## config.mk

```make
export PLATFORM = sky130hd
export DESIGN_NAME = acc_core
export DESIGN_NICKNAME = d
export VERILOG_FILES = /design/src/rtl/acc_core_pkg.sv /design/src/rtl/acc_core_alu.sv /design/src/rtl/acc_core.sv
export SDC_FILE = /design/constraint.sdc
export NUM_CORES = 1
export LEC_CHECK = 0
export ABC_AREA = 1
export CORE_ASPECT_RATIO = 1.75
export CORE_MARGIN = 10
export CORE_UTILIZATION = 60
export CTS_BUF_LIST = sky130_fd_sc_hd__clkbuf_4 sky130_fd_sc_hd__clkbuf_8
export CTS_CLUSTER_DIAMETER = 80
export DETAILED_ROUTE_END_ITERATION = 8
export GPL_ROUTABILITY_DRIVEN = 1
export PLACE_DENSITY = 0.89
export SYNTH_ARGS = -nofsm -noshare
export SYNTH_HDL_FRONTEND = slang
export SYNTH_SLANG_ARGS = --single-unit
export TNS_END_PERCENT = 100
```

## constraint.sdc

```tcl
create_clock -name clock -period 3.65 [get_ports clock]
set_input_delay 0.5475 -clock clock [delete_from_list [all_inputs] [get_ports clock]]
set_output_delay 0.5475 -clock clock [all_outputs]
set_load 0.01 [all_outputs]
```

## src/rtl/acc_core_pkg.sv

```systemverilog
// acc_core_pkg: opcode and state types plus operand-width helper shared by acc_core.
// SHL/SHR are only implemented when ACC_CORE_SHIFT_EN is defined.
package acc_core_pkg;
    typedef enum logic [3:0] {
        OP_NOT, OP_XOR, OP_AND, OP_STORE, OP_LOAD, OP_ADD, OP_SUB, OP_OR,
        OP_JMP, OP_JZ, OP_JC, OP_SHL, OP_SHR, OP_LDI, OP_NOP, OP_HALT
    } opcode_e;

    typedef enum logic [2:0] {S_FETCH, S_DECODE, S_OPERAND, S_EXECUTE, S_HALT} state_e;

    function automatic int operand_width(int dw);
        return dw - 4;
    endfunction
endpackage

```

## src/rtl/acc_core_alu.sv

```systemverilog
// acc_core_alu: combinational accumulator datapath; writes_acc is low for opcodes that leave acc alone.
// SHL/SHR only decode when ACC_CORE_SHIFT_EN is defined, otherwise they behave as NOP.
module acc_core_alu
    import acc_core_pkg::*;
#(
    parameter int DW = 8
) (
    input  logic [3:0]    op,
    input  logic [DW-1:0] acc,
    input  logic [DW-1:0] m,
    input  logic          carry_in,
    output logic [DW-1:0] result,
    output logic          carry_out,
    output logic          writes_acc
);
    logic [DW:0] sum, diff;

    assign sum  = {1'b0, acc} + {1'b0, m};
    assign diff = {1'b0, acc} - {1'b0, m};

    // diff[DW] is the borrow: set exactly when m > acc
    always_comb begin
        result     = acc;
        carry_out  = carry_in;
        writes_acc = 1'b1;
        case (opcode_e'(op))
            OP_NOT:  result = ~m;
            OP_XOR:  result = acc ^ m;
            OP_AND:  result = acc & m;
            OP_OR:   result = acc | m;
            OP_LOAD: result = m;
            OP_LDI:  result = m;
            OP_ADD:  {carry_out, result} = sum;
            OP_SUB:  {carry_out, result} = diff;
`ifdef ACC_CORE_SHIFT_EN
            OP_SHL:  {carry_out, result} = {acc, 1'b0};
            OP_SHR:  {result, carry_out} = {1'b0, acc};
`endif
            default: writes_acc = 1'b0;
        endcase
    end
endmodule

```

## src/rtl/acc_core.sv

```systemverilog
// acc_core: multi-cycle accumulator CPU with one request/ready memory port.
// Define ACC_CORE_SHIFT_EN to enable the SHL/SHR opcodes.
module acc_core
    import acc_core_pkg::*;
#(
    parameter int DW = 8,
    parameter int AW = 8,
    parameter logic [AW-1:0] DATA_BASE = 'hF0
) (
    input  logic          clock,
    input  logic          reset,
    output logic          mem_req,
    output logic          mem_we,
    output logic [AW-1:0] mem_addr,
    output logic [DW-1:0] mem_wdata,
    input  logic          mem_ready,
    input  logic [DW-1:0] mem_rdata,
    output logic [AW-1:0] pc,
    output logic [DW-1:0] ir,
    output logic [DW-1:0] acc,
    output logic          zero,
    output logic          carry,
    output logic          halted
);
    localparam int OW = operand_width(DW);

    state_e        state_q, state_d;
    opcode_e       op;
    logic [AW-1:0] pc_q, pc_d;
    logic [DW-1:0] ir_q, ir_d, acc_q, acc_d, m_q, m_d, alu_m, alu_result;
    logic          zero_q, zero_d, carry_q, carry_d, alu_carry, alu_we;
    logic [OW-1:0] operand;
    logic          is_store, take_jump;

    assign op        = opcode_e'(ir_q[DW-1:DW-4]);
    assign operand   = ir_q[OW-1:0];
    assign is_store  = op == OP_STORE;
    assign alu_m     = op == OP_LDI ? DW'(operand) : m_q;
    assign take_jump = op == OP_JMP || (op == OP_JZ && zero_q) || (op == OP_JC && carry_q);

    acc_core_alu #(.DW(DW)) u_alu (
        .op(op),
        .acc(acc_q),
        .m(alu_m),
        .carry_in(carry_q),
        .result(alu_result),
        .carry_out(alu_carry),
        .writes_acc(alu_we)
    );

    // Gating with reset drops an in-flight request in the same cycle reset asserts
    assign mem_req   = (state_q == S_FETCH || state_q == S_OPERAND) && !reset;
    assign mem_we    = state_q == S_OPERAND && is_store;
    assign mem_addr  = state_q == S_OPERAND ? DATA_BASE + AW'(operand) : pc_q;
    assign mem_wdata = mem_we ? acc_q : '0;

    assign pc     = pc_q;
    assign ir     = ir_q;
    assign acc    = acc_q;
    assign zero   = zero_q;
    assign carry  = carry_q;
    assign halted = state_q == S_HALT;

    always_comb begin
        state_d = state_q;
        pc_d    = pc_q;
        ir_d    = ir_q;
        acc_d   = acc_q;
        m_d     = m_q;
        zero_d  = zero_q;
        carry_d = carry_q;
        case (state_q)
            S_FETCH: if (mem_ready) begin
                ir_d    = mem_rdata;
                pc_d    = pc_q + AW'(1);
                state_d = S_DECODE;
            end
            S_DECODE: state_d = ir_q[DW-1] ? S_EXECUTE : S_OPERAND;
            S_OPERAND: if (mem_ready) begin
                m_d     = is_store ? m_q : mem_rdata;
                state_d = S_EXECUTE;
            end
            S_EXECUTE: begin
                if (alu_we) begin
                    acc_d  = alu_result;
                    zero_d = alu_result == '0;
                end
                carry_d = alu_carry;
                pc_d    = take_jump ? AW'(operand) : pc_q;
                state_d = op == OP_HALT ? S_HALT : S_FETCH;
            end
            default: ;
        endcase
    end

    always_ff @(posedge clock or posedge reset) begin
        if (reset) begin
            state_q <= S_FETCH;
            pc_q    <= '0;
            ir_q    <= '0;
            acc_q   <= '0;
            m_q     <= '0;
            zero_q  <= 1'b0;
            carry_q <= 1'b0;
        end else begin
            state_q <= state_d;
            pc_q    <= pc_d;
            ir_q    <= ir_d;
            acc_q   <= acc_d;
            m_q     <= m_d;
            zero_q  <= zero_d;
            carry_q <= carry_d;
        end
    end
endmodule

```

Word level (Yosys, flattened, before mapping)
Cells that the tools add are included.
- output and inout port bits: 45
- register bits: 37
- equality and inequality tests: 19
- bitwise gates (word level): 5
- reduce and logical (&&, ||, !) cells: 22
- mux-type cells: 14
- add/sub/neg operators: 4
- operators with widths (cell ; count):
    one-hot mux 8 bit (7 select lines) ; 1
    two-way mux 8 bit ; 5
    equality test 4 bit, second input constant ; 5
    equality test 4 x 3 -> 1 bit, second input constant ; 4
    one-hot mux 8 bit (2 select lines) ; 1
    one-hot mux 3 bit (4 select lines) ; 1
    adder 8 x 8 -> 9 bit ; 1
    two-way mux 3 bit ; 3
    AND reduction 3 bit ; 3
    subtractor 8 x 8 -> 9 bit ; 1
    adder 8 x 1 -> 8 bit, second input constant ; 1
    bitwise AND 8 bit ; 1
    equality test 4 x 2 -> 1 bit, second input constant ; 2
    zero test 8 bit ; 1
    inverter 8 bit ; 1
    OR 8 bit ; 1
    OR reduction 8 bit ; 1
    XOR 8 bit ; 1
    adder 5 x 5 -> 6 bit, first input constant ; 1
    equality test 3 x 2 -> 1 bit, second input constant ; 2
    != test 2 bit, second input constant ; 3
    AND reduction 2 bit ; 3
    equality test 4 x 1 -> 1 bit, second input constant ; 1
    logical AND 1 bit ; 4
    other kinds (12) ; 16

Depth between registers and ports, before layout
- depth in word-level cells: 6
- gate-level depth with buffers: 20
- depth with buffers taken out: 20

Hierarchy
Synthesis repeated with hierarchy kept, for this count alone.
- cell total of the unflattened synthesis: 530
- area, all modules: 3488.3 sq um
- by module, submodules not included (module ; area an instance (sq um) ; instances ; cells an instance):
    acc_core ; 2025.7 ; 1 ; 258
    acc_core_alu ; 1462.7 ; 1 ; 272

Least setup slack after synthesis
No wires, ideal clock.
- kind: register -> register
- start point: register ir_q[7] (netlist: ir[7])
- end point: register zero_q (netlist: zero)
- arrival time: 2.397 ns
- clock period less this slack: 2.515 ns
- library setup time: 0.118 ns
- required time: 3.532 ns
- stages on the path, launching flop included: 21
- path slack: 1.135 ns
- cells stage by stage: dfrtp_1 buf_2 nand2_1 inv_1 nand2_4 nand2_1 nand2_1 inv_1 ha_1 clkbuf_1 inv_1 a21oi_1 nand2_1 nand2_1 nand2_1 nand2_1 nand3_1 nand3_1 nand2_1 nand4_1 nand2_1
- word-level cells in the longest chain between the ends: 5
- RTL lines (what ; RTL line ; source):
    start: declaration ; acc_core.sv:30 ; logic [DW-1:0] ir_q, ir_d, acc_q, acc_d, m_q, m_d, alu_m, alu_result;
    start signal: assignment ; acc_core.sv:108 ; ir_q <= ir_d;
    equality test 4 bit ; acc_core_alu.sv:26, acc_core.sv:38 ;
    two-way mux 8 bit ; acc_core.sv:38 ; assign alu_m = op == OP_LDI ? DW'(operand) : m_q;
    subtractor 8 x 8 -> 9 bit (tied with other cells) ; acc_core_alu.sv:19 ; assign diff = {1'b0, acc} - {1'b0, m};
    one-hot mux 8 bit (7 select lines) ; acc_core_alu.sv:26 ; case (opcode_e'(op))
    zero test 8 bit ; acc_core.sv:86 ; zero_d = alu_result == '0;
    end signal: assignment ; acc_core.sv:111 ; zero_q <= zero_d;
    end: declaration ; acc_core.sv:31 ; logic zero_q, zero_d, carry_q, carry_d, alu_carry, alu_we;
Several ways; a longest one is shown, not always the timed one.
A chain may end at the register's enable or synchronous reset.

Final worst setup path
- start point: register ir_q[5] (netlist: ir[5])
- end point: register zero_q (netlist: zero)
The elaborated chain is that of the path after synthesis.

==> run_results.csv <==
group,metric,value,unit
grt,first_global_vias,3653,
grt,grt_pass1_wl,16.7,mm
pwr,cellPowerDensity,1010,nW/um^2
grt,overflow,0,
sta,setup_tns,0,ns
placed_design,dp.cells,613,
placed_design,place_ws,0.833,ns
sta,setup_viol,0,
sta,whs,0.498,ns
yosys,seq_area_frac_synth,28.6,%
worst_hold_path,min_to,"m_q[7]$_DFFE_PP0P_",
clock_tree,ctsResizeCount,0,
yosys,synth-simple-area-share,37.3,%
yosys,ys_warn_count,0,
setup_path,worst-path-buf-inv,4,
detailed_routing,route.detailed.wl_per_inst,16.6,um
pwr,internal-power,1880,uW
setup_path,arrival,3.15,ns
clock_tree,cts_max_level,2,
floorplanning,ios,56,
setup_path,end_kind,"register",
detailed_routing,viasPerCell,5.65,
detailed_routing,vias,3506,
worst_hold_path,hold_start,"m_q[7]$_DFFE_PP0P_",
sta,fin_crit,2.92,ns
placed_design,port_buffers,55,
setup_path,path_class,"reg -> reg",
pwr,ir_drop,657,uV
yosys,synth_mux_area_share,0,%
placed_design,hpwl,8.28,mm
grt,grt_max_degree,38,
detailed_routing,drc,0,
sta,tightest_slew,0.654,ns
yosys,synthesis.area,3240,um^2
detailed_routing,drt_iter0_drc,171,
layout,nNetsFinal,604,
setup_path,r2r-start,"ir[5]$_DFFE_PP0P_",
floorplanning,die_h,117,um
clock_tree,cts_max_path_buffers,2,
setup_path,rr_endpoint,"zero$_DFFE_PP0P_",
clock_tree,clkTransAtPathRegs,0.07,ns
setup_path,worst-r2r-setup-slack,0.73,ns
clock_tree,cts_tree,"built",
layout,area_growth,22.3,%
clock_tree,clock_latency,0.29,ns
setup_path,worst_setup_path_start_kind,"register",
worst_hold_path,hold_depth,2,
clock_tree,cts_root_buf,"clkbuf_8",
run,max-cap-violations,0,
setup_path,cp_common_cell,"nand2_1",
detailed_routing,ant_nets,0,
floorplanning,start_util,61.6,%
pwr,switchingPower,2120,uW
layout,multiInputGateArea,1970,um^2
sta,max_slew_margin,56.2,%
pwr,p_clk_share,9.6,%
floorplanning,core_area,5260,um^2
worst_hold_path,hold_path_class,"reg -> reg",
placed_design,gp_congestion,0.944,
pwr,p_sw_share,53.0,%
pwr,p_seq_share,20.7,%
yosys,synth_top_family_by_area,"simple AND/OR/NAND/NOR gates",
clock_tree,ctsHoldBuffers,0,
yosys,synth-xor-area-share,1.08,%
yosys,synth_cell_types,34,
yosys,ys_seq_elements,37,
layout,antenna_cells,0,
floorplanning,die_x,75.5,um
setup_path,crit_family,"simple AND/OR/NAND/NOR gates",
sta,fin_worst_skew,0.00390,ns
clock_tree,cts_sinks,37,
floorplanning,dieArea,8850,um^2
yosys,syn_inst,509,
layout,fillers,441,
floorplanning,rows,35,
yosys,syn_nets,548,
sta,hold_viol_final,0,
detailed_routing,firstDrtPassIters,8,
yosys,syn_area_per_cell,6.36,um^2
pwr,power_leakage,0.00206,uW
yosys,synth_compound_area_share,11.1,%
clock_tree,cts_buffers,5,
detailed_routing,routed_wl,10.3,mm
sta,setup_slack,0.732,ns
grt,antenna_found_initial,0,
status,status,"finished, final reports clean",
pwr,power_frac_comb,69.7,%
grt,grt.total_usage,24.4,%
layout,finalNonFillerCells,621,
setup_path,required,3.88,ns
setup_path,slowest_stage,"dfrtp_1",
layout,final_cell_area,3960,um^2
setup_path,critical_path.max_fanout,7,
yosys,synthAdderAreaFrac,11.3,%
setup_path,cp_cell_sequence,"inv_2 -> nand2_1 -> nor2_4 -> o21ai_1 -> inv_1 -> ha_1 -> inv_1 -> fa_1 -> inv_1 -> nand2_1 -> nand2_1 -> nand3_1 -> nand2_1 -> nand2_1 -> nand3_1 -> nand4_1 -> nor2_1 -> nand4_1 -> nand2_1",
sta,rsz0062_at_grt,"false",
sta,final.period_utilization,79.9,%
sta,slew_viol_final,0,
layout,drive_above_1_share,4.42,%
setup_path,cpPeakStageDelay,0.48,ns
placed_design,place_area,3840,um^2
clock_tree,cts_setup_buffers,0,
sta,fmax,0.343,GHz
layout,seqCellArea,926,um^2
setup_path,reg2regPathDepth,19,
## registers in the layout, summed over array words and instances, names as in the netlist
name	count
acc	8
carry	1
ir	8
state_q	3
pc	8
m_q	8
zero	1
## stage by stage
stage                     power, uW  util, %
final                          4000     75.3
after global routing           4360     75.3
after CTS                      3980     75.3
after detailed placement       3570     73.0
after global placement         3520     73.0
after floorplan                2590        -
## cell type report
class                           instances  area share, %
Inverter                               81           7.68
Timing Repair Buffer                   58           14.5
Tap cell                               55           1.74
Multi-Input combinational cell        382           49.7
Clock buffer                            7           2.28
Sequential cell                        37           23.4
Clock inverter                          1          0.759
## worst reg2reg max path, cell delays in order (launching register included)
cell     delay (ns)
dfrtp_1        0.48
inv_2          0.13
nand2_1        0.13
nor2_4         0.19
o21ai_1        0.13
inv_1          0.10
ha_1           0.16
inv_1          0.08
fa_1           0.45
inv_1          0.09
nand2_1        0.05
nand2_1        0.09
nand3_1        0.12
nand2_1        0.09
nand2_1        0.07
nand3_1        0.08
nand4_1        0.11
nor2_1         0.13
nand4_1        0.08
nand2_1        0.07
## cell families (layout without fill, tap and decap cells)
group | count (synthesis) | in the layout
adders and majority gates | 28 | 28
and+or+nand+nor | 283 | 283
AOI/OAI and AO/OA | 67 | 67
xor gates and xnor gates | 4 | 4
DFF | 37 | 37
buffers and inverters | 90 | 147
## synth_stat cells (all sizes together)
cell / count / share of area [%]
a21oi: 15 / 2.4
a22oi: 2 / 0.46
a31oi: 2 / 0.39
and2: 1 / 0.19
buf: 4 / 0.70
clkbuf: 5 / 0.58
clkinv: 1 / 0.12
dfrtp: 37 / 29
fa: 2 / 1.2
ha: 26 / 10
inv: 80 / 9.3
nand2: 162 / 19
nand3: 47 / 7.7
nand4: 8 / 1.5
nor2: 58 / 7.7
nor3: 5 / 0.77
o211ai: 1 / 0.23
o21ai: 43 / 6.6
o21bai: 1 / 0.23
o221ai: 1 / 0.27
o22ai: 1 / 0.19
o31ai: 1 / 0.23
or2: 2 / 0.39
xnor2: 2 / 0.54
xor2: 2 / 0.54
## power groups by stage
stage                     logic, uW  clock network (uW)  registers, uW
after floorplan                1770                   0            818
after global placement         2700                   0            814
after detailed placement       2750                   0            820
after CTS                      2770                 385            819
after global routing           3110                 401            853
final                          2790                 384            828
## worst max-delay path by stage
stage | from | to | slack (ns) | depth (start not counted)
floorplan | ir[7]$_DFFE_PP0P_ | zero$_DFFE_PP0P_ | 1.14 | 20
global placement | ir[5]$_DFFE_PP0P_ | zero$_DFFE_PP0P_ | 0.88 | 19
detailed placement | ir[5]$_DFFE_PP0P_ | zero$_DFFE_PP0P_ | 0.83 | 19
CTS | ir[6]$_DFFE_PP0P_ | mem_wdata[1] | 0.78 | 6
global route | ir[7]$_DFFE_PP0P_ | mem_wdata[5] | 0.55 | 6
finish | ir[5]$_DFFE_PP0P_ | zero$_DFFE_PP0P_ | 0.73 | 19
## cell usage in the layout, fill, tap and decap left out, types with 2 or more instances in the layout
| master | count |
|---|---|
| nor2_1 | 52 |
| buf_4 | 3 |
| nor2_2 | 3 |
| nand4_1 | 8 |
| o21ai_0 | 39 |
| ha_1 | 26 |
| a31oi_1 | 2 |
| nand2_1 | 160 |
| nor3_1 | 5 |
| nand3_1 | 46 |
| xnor2_1 | 2 |
| clkbuf_8 | 6 |
| inv_1 | 78 |
| dfrtp_1 | 37 |
| or2_2 | 2 |
| xor2_1 | 2 |
| a21oi_1 | 14 |
| inv_2 | 2 |
| clkdlybuf4s50_1 | 55 |
| nor2_4 | 3 |
| o21ai_1 | 4 |
| fa_1 | 2 |
| a22oi_1 | 2 |
## layer usage
| layer | vias up | part of all wire [%] | global-route usage, % |
|---|---|---|---|
| li1 | 1716 | - | - |
| met3 | 53 | 6.0 | 6.50 |
| met1 | 1579 | 34 | 21.8 |
| met4 | 0 | 6.2 | 18.8 |
| met5 | - | 0 | 0 |
| met2 | 158 | 54 | 44.2 |
No activity file was read; power rests on OpenSTA's default activity.
